File: src/rtl/ball_centroid_acc.sv
// ball_centroid_acc: accumulates sum of X, sum of Y and the match count of
// colour-matched pixels over each frame, then divides at end of frame to
// report the ball centroid.
//
// Ports:
//   clk_100M     in   system clock, rising edge
//   rst_p        in   asynchronous active-high reset
//   pix_valid    in   one active pixel this cycle
//   pix_match    in   colour-match bit for that pixel
//   sof          in   start of frame, qualified by pix_valid; pixel (0,0)
//   ball_x       out  centroid X, floor(sum_x/count)
//   ball_y       out  centroid Y, floor(sum_y/count)
//   ball_found   out  last completed frame had count >= MIN_PIXELS
//   result_valid out  one-cycle strobe when results update
//   busy         out  divider running
module ball_centroid_acc #(
  parameter int unsigned H_ACTIVE   = 640,
  parameter int unsigned V_ACTIVE   = 480,
  parameter int unsigned MIN_PIXELS = 16,
  localparam int unsigned XW  = $clog2(H_ACTIVE),
  localparam int unsigned YW  = $clog2(V_ACTIVE)
) (
  input  logic          clk_100M,
  input  logic          rst_p,
  input  logic          pix_valid,
  input  logic          pix_match,
  input  logic          sof,
  output logic [XW-1:0] ball_x,
  output logic [YW-1:0] ball_y,
  output logic          ball_found,
  output logic          result_valid,
  output logic          busy
);

  localparam int unsigned CW         = $clog2(H_ACTIVE * V_ACTIVE + 1);
  localparam int unsigned SXW        = XW + CW;
  localparam int unsigned SYW        = YW + CW;
  localparam int unsigned DIV_CYCLES = (SXW > SYW) ? SXW : SYW;
  localparam int unsigned DW         = DIV_CYCLES;
  localparam int unsigned ICW        = $clog2(DIV_CYCLES + 1);

  typedef enum logic [1:0] {S_IDLE, S_DIV, S_DONE} state_t;

  state_t          state_q, state_d;
  logic [XW-1:0]   x_q, x_d;
  logic [YW-1:0]   y_q, y_d;
  logic [SXW-1:0]  sum_x_q, sum_x_d;
  logic [SYW-1:0]  sum_y_q, sum_y_d;
  logic [CW-1:0]   count_q, count_d;
  // Dividends shift left into quotients as the division proceeds.
  logic [DW-1:0]   dvd_x_q, dvd_x_d;
  logic [DW-1:0]   dvd_y_q, dvd_y_d;
  logic [CW-1:0]   divisor_q, divisor_d;
  logic [CW-1:0]   rem_x_q, rem_x_d;
  logic [CW-1:0]   rem_y_q, rem_y_d;
  logic [ICW-1:0]  iter_q, iter_d;
  logic [XW-1:0]   ball_x_q, ball_x_d;
  logic [YW-1:0]   ball_y_q, ball_y_d;
  logic            found_q, found_d;
  logic            rvalid_q, rvalid_d;
  logic            busy_q, busy_d;

  // Per-pixel combinational terms
  logic            sof_v, add, last;
  logic [XW-1:0]   cur_x;
  logic [YW-1:0]   cur_y;
  logic [SXW-1:0]  tot_x;
  logic [SYW-1:0]  tot_y;
  logic [CW-1:0]   tot_c;
  logic [CW:0]     sh_x, sh_y;

  // Current pixel position and its contribution to the frame totals.
  always_comb begin
    sof_v = pix_valid && sof;
    add   = pix_valid && pix_match;
    cur_x = sof_v ? '0 : x_q;
    cur_y = sof_v ? '0 : y_q;
    last  = pix_valid && (cur_x == XW'(H_ACTIVE - 1)) && (cur_y == YW'(V_ACTIVE - 1));
    tot_x = (sof_v ? '0 : sum_x_q) + (add ? SXW'(cur_x) : '0);
    tot_y = (sof_v ? '0 : sum_y_q) + (add ? SYW'(cur_y) : '0);
    tot_c = (sof_v ? '0 : count_q) + (add ? CW'(1) : '0);
    // Restoring-division partial remainders: shift in the next dividend bit.
    sh_x  = {rem_x_q, dvd_x_q[DW-1]};
    sh_y  = {rem_y_q, dvd_y_q[DW-1]};
  end

  // Next-state and datapath logic.
  always_comb begin
    state_d   = state_q;
    x_d       = x_q;
    y_d       = y_q;
    sum_x_d   = sum_x_q;
    sum_y_d   = sum_y_q;
    count_d   = count_q;
    dvd_x_d   = dvd_x_q;
    dvd_y_d   = dvd_y_q;
    divisor_d = divisor_q;
    rem_x_d   = rem_x_q;
    rem_y_d   = rem_y_q;
    iter_d    = iter_q;
    ball_x_d  = ball_x_q;
    ball_y_d  = ball_y_q;
    found_d   = found_q;
    rvalid_d  = 1'b0;

    if (pix_valid) begin
      if (cur_x == XW'(H_ACTIVE - 1)) begin
        x_d = '0;
        y_d = (cur_y == YW'(V_ACTIVE - 1)) ? '0 : YW'(cur_y + YW'(1));
      end else begin
        x_d = XW'(cur_x + XW'(1));
        y_d = cur_y;
      end
      sum_x_d = last ? '0 : tot_x;
      sum_y_d = last ? '0 : tot_y;
      count_d = last ? '0 : tot_c;
    end

    case (state_q)
      S_IDLE: begin
        if (last) begin
          dvd_x_d   = DW'(tot_x);
          dvd_y_d   = DW'(tot_y);
          divisor_d = tot_c;
          rem_x_d   = '0;
          rem_y_d   = '0;
          iter_d    = '0;
          state_d   = S_DIV;
        end
      end
      S_DIV: begin
        if (sh_x >= {1'b0, divisor_q}) begin
          rem_x_d = CW'(sh_x - {1'b0, divisor_q});
          dvd_x_d = {dvd_x_q[DW-2:0], 1'b1};
        end else begin
          rem_x_d = CW'(sh_x);
          dvd_x_d = {dvd_x_q[DW-2:0], 1'b0};
        end
        if (sh_y >= {1'b0, divisor_q}) begin
          rem_y_d = CW'(sh_y - {1'b0, divisor_q});
          dvd_y_d = {dvd_y_q[DW-2:0], 1'b1};
        end else begin
          rem_y_d = CW'(sh_y);
          dvd_y_d = {dvd_y_q[DW-2:0], 1'b0};
        end
        iter_d = ICW'(iter_q + ICW'(1));
        if (iter_q == ICW'(DIV_CYCLES - 1)) state_d = S_DONE;
      end
      S_DONE: begin
        state_d  = S_IDLE;
        rvalid_d = 1'b1;
        found_d  = 32'(divisor_q) >= MIN_PIXELS;
        // A failed detection (including count 0) keeps the previous centroid.
        if (32'(divisor_q) >= MIN_PIXELS) begin
          ball_x_d = XW'(dvd_x_q);
          ball_y_d = YW'(dvd_y_q);
        end
      end
      default: state_d = S_IDLE;
    endcase

    busy_d = (state_d == S_DIV);
  end

  // State and datapath registers.
  always_ff @(posedge clk_100M or posedge rst_p) begin
    if (rst_p) begin
      state_q   <= S_IDLE;
      x_q       <= '0;
      y_q       <= '0;
      sum_x_q   <= '0;
      sum_y_q   <= '0;
      count_q   <= '0;
      dvd_x_q   <= '0;
      dvd_y_q   <= '0;
      divisor_q <= '0;
      rem_x_q   <= '0;
      rem_y_q   <= '0;
      iter_q    <= '0;
      ball_x_q  <= '0;
      ball_y_q  <= '0;
      found_q   <= 1'b0;
      rvalid_q  <= 1'b0;
      busy_q    <= 1'b0;
    end else begin
      state_q   <= state_d;
      x_q       <= x_d;
      y_q       <= y_d;
      sum_x_q   <= sum_x_d;
      sum_y_q   <= sum_y_d;
      count_q   <= count_d;
      dvd_x_q   <= dvd_x_d;
      dvd_y_q   <= dvd_y_d;
      divisor_q <= divisor_d;
      rem_x_q   <= rem_x_d;
      rem_y_q   <= rem_y_d;
      iter_q    <= iter_d;
      ball_x_q  <= ball_x_d;
      ball_y_q  <= ball_y_d;
      found_q   <= found_d;
      rvalid_q  <= rvalid_d;
      busy_q    <= busy_d;
    end
  end

  assign ball_x       = ball_x_q;
  assign ball_y       = ball_y_q;
  assign ball_found   = found_q;
  assign result_valid = rvalid_q;
  assign busy         = busy_q;

endmodule

File: config.mk
export PLATFORM = sky130hd
export DESIGN_NAME = ball_centroid_acc
export DESIGN_NICKNAME = d
export VERILOG_FILES = /design/src/rtl/ball_centroid_acc.sv
export SDC_FILE = /design/constraint.sdc
export NUM_CORES = 1
export LEC_CHECK = 0
export ABC_AREA = 1
export CAP_MARGIN = 20
export CORE_ASPECT_RATIO = 0.6
export CORE_MARGIN = 8
export CORE_UTILIZATION = 54
export DETAILED_ROUTE_END_ITERATION = 10
export PLACE_DENSITY = 0.7
export SLEW_MARGIN = 20
export SYNTH_ARGS = -nofsm -noshare
export SYNTH_HDL_FRONTEND = slang
export SYNTH_SLANG_ARGS = --single-unit
File: constraint.sdc
create_clock -name clk_100M -period 23.4 [get_ports clk_100M]
set_clock_uncertainty 0.2 [all_clocks]
set_input_delay 2.34 -clock clk_100M [delete_from_list [all_inputs] [get_ports clk_100M]]
set_output_delay 2.34 -clock clk_100M [all_outputs]
set_load 0.01 [all_outputs]
==> summary.txt <==
status = finished clean
clk root buf = clkbuf_16
TritonRoute pass-1 iters = 8
Vert. Die Dim = 152 microns
CTS Buffer Depth = 3
Starting Density = 55.2%
post-CTS resize count = 0
RSZ-0062 raised after global routing = false
final setup violation count = 0
Synth Register Bits = 239
Min-Delay Endpoint = ball_y[6]
layout cells sized above 1 = 3.13%
hold path cells = 2
max-slew violations = 0
leading area contributor after synthesis = dfrtp_1
Total Wirelength = 50100 microns
Worst R2R Start = divisor_q[16]
max cap viols = 0
FP Rows = 49
Clock H-tree levels = 1
Post CTS Setup Buffer Count = 0
n_diodes = 0
Seq/Total Area, Yosys = 35.9%
critical path class = in2reg
Synth top area share = 35.9%
grt met2 use = 35.4%
die area = 36900 sq um
FMAX = 144 MHz
gr busiest metal = met1
worst hold-check path type = reg2reg
clock period minus worst slack = 6.93 ns
Global Route Usage Sum = 26.6%
pre-CTS setup slack = 15.99 ns
Hold Vio Cnt, Final = 0
slew margin rel. = 25.7%
hold_sp = ball_y[6]
DRC = 0
total negative setup slack = 0 ns
pwr dens = 51.7 nW/um^2
IO Count = 27
global route overflow = 0
R2R Setup Slk = 18.95 ns
antenna violations before repair = 0
worst vdd ir = 0.0493 mV
Tcrit/Tclk final = 29.6%
Mapped Avg Cell Area = 6.51 sq um
number of buffers created by CTS = 26
Critical R2R Capture = rem_x_q[17]
Critical Path RT = 23.67 ns
Post-synth EDFFs = 0
largest net degree at the start of global routing = 105
Synth-to-Final Area Change = 8.53%
drt initial violations = 1681
RD Place Congestion = 0.979
met3 Use GR = 8.77%
worst skew pair latency = 0.55 ns
Yosys cell types = 44
post-synthesis cell area = 16600 sq um
worst-case hold slack = 0.266 ns
crit path DAT = 7.20 ns
Final #Nets = 2605
CTS Hold Buffers Added = 0
Buffers on Ports = 26
Startpoint Class = input pin
Mapped Cells = 2556
vias in the first global route = 15066
CP Capture Type = flip-flop
Clock Sinks = 239
Reg2Reg Depth = 10
filler cell count = 2883
clock-pin slew on the worst setup and hold paths = 0.06 ns
Primary FF master, synth = dfrtp_1
global-route wire length before repair = 81200 microns
met1 global-route usage = 41.1%
Die W = 243 microns
routed wire length per instance = 16.9 microns
Yosys warning count = 0
measured slew at the worst slew-check pin = 1.11 ns
Synth area leaders = dfrtp_1 (36%), nand2_1 (21%), nand3_1 (9.4%)
synthesized net count = 2628
Total Power = 934 uW
DP HPWL = 36200 microns
Leak = 9.27 nW
vias per inst = 5.52
TritonCTS clock tree = built
CORE AREA = 30200 sq um
final worst slack = 16.47 ns
crit path max fanout = 55
routed via count = 16325
asr flop ratio synth = 100%
Final ANT Viol Nets = 0
sequential cells by signal, summed over array words and instances (netlist names):
signal	cells
y_q	9
rem_y_q	19
divisor_q	19
sum_x_q	29
ball_x	10
dvd_x_q	29
iter_q	5
sum_y_q	28
ball_y	9
rem_x_q	19
state_q	2
dvd_y_q	29
x_q	10
count_q	19
result_valid	1
ball_found	1
busy	1
worst max-delay path by stage:
stage,startpoint,endpoint
after floorplan,rst_p,ball_found
after global placement,sof,dvd_y_q[18]
after detailed placement,sof,divisor_q[1]
after CTS,sof,divisor_q[1]
after global routing,sof,divisor_q[14]
final,sof,divisor_q[1]
layout by cell type (no fill, tap or decap), types with 2 or more instances in the layout:
cell type / synthesis / final
inv_6: 0 / 2
xor2_1: 36 / 36
nor2_4: 2 / 3
clkbuf_8: 0 / 7
fa_1: 4 / 4
nand2_4: 2 / 3
dfrtp_1: 239 / 239
inv_1: 362 / 360
nor4_1: 5 / 5
or2_2: 3 / 3
nand3_1: 314 / 314
a31oi_1: 2 / 2
clkbuf_1: 48 / 3
a21oi_1: 38 / 38
nor2_2: 4 / 3
clkdlybuf4s50_1: 0 / 25
nor3_1: 18 / 18
bufinv_16: 0 / 5
inv_2: 3 / 3
o21bai_1: 2 / 2
nand3b_1: 35 / 35
o22ai_1: 17 / 17
clkbuf_16: 0 / 27
xnor2_1: 15 / 15
nand2_1: 937 / 936
o21ai_0: 100 / 100
nand4_1: 33 / 33
nor2_1: 216 / 216
ha_1: 63 / 63
buf_4: 3 / 11
clkinv_2: 0 / 4
o21ai_1: 2 / 2
synth_stat cells, types with 2 or more instances:
master / instances
nand2_1: 937
inv_1: 362
nand3_1: 314
dfrtp_1: 239
nor2_1: 216
o21ai_0: 100
ha_1: 63
clkbuf_1: 48
a21oi_1: 38
xor2_1: 36
nand3b_1: 35
nand4_1: 33
buf_2: 23
nor3_1: 18
o22ai_1: 17
xnor2_1: 15
buf_1: 8
buf_6: 7
nor4_1: 5
fa_1: 4
nor2_2: 4
buf_4: 3
inv_2: 3
or2_2: 3
a31oi_1: 2
nand2_4: 2
nor2_4: 2
o21ai_1: 2
o21bai_1: 2
routing by layer:
| layer | wire length [microns] | vias up |
|---|---|---|
| li1 | - | 7965 |
| met1 | 24800 | 7634 |
| met2 | 18800 | 667 |
| met3 | 5800 | 59 |
| met4 | 753 | 0 |
| met5 | 0 | - |
cell families (layout without fill, tap and decap cells):
family	Yosys count	after routing	synth area share, %
compound gates	168	168	5.35
xor+xnor	51	51	2.68
fa+ha+maj	67	67	5.22
buf+inv	454	450	10.8
flops	239	239	35.9
simple gates	1577	1577	40.0
stage by stage:
| step | cells | util [%] | area, sq um |
|---|---|---|---|
| after floorplan | 2556 | - | 16600 |
| after global placement | 2913 | 56.7 | 17100 |
| after detailed placement | 2913 | 56.7 | 17100 |
| after CTS | 2960 | 59.9 | 18100 |
| after global routing | 2960 | 59.9 | 18100 |
| final | 2960 | 59.9 | 18100 |
critical path, cell delays in order:
cell and delay, ns:
clkdlybuf4s50_1 0.44, nand2_4 0.51, inv_2 0.35, nor2_1 0.31
ha_1 0.23, nand4_1 0.14, inv_2 0.14, nand3b_4 0.14
nor2_4 0.18, nand2_4 0.30, buf_4 0.47, nor2_4 0.81
buf_4 0.56, nand2_1 0.12, o21ai_0 0.09
power breakdown:
| part | internal, mW | switching, mW | total, mW | leakage [nW] |
|---|---|---|---|---|
| Clock | 0.288 | 0.181 | 0.469 | 0.478 |
| Combinational | 0.0100 | 0.0337 | 0.0437 | 6.16 |
| Sequential | 0.418 | 0.00271 | 0.421 | 2.63 |
cell type report:
| cell class | count | area [sq um] | area share (%) |
|---|---|---|---|
| clock buffer | 37 | 783 | 4.33 |
| timing repair buffer | 38 | 349 | 1.93 |
| tap | 408 | 510 | 2.83 |
| clock inverter | 10 | 183 | 1.01 |
| multi-input combinational | 1863 | 8880 | 49.2 |
| inverter | 365 | 1380 | 7.63 |
| sequential | 239 | 5980 | 33.1 |
(Power assumes the default switching activity.)
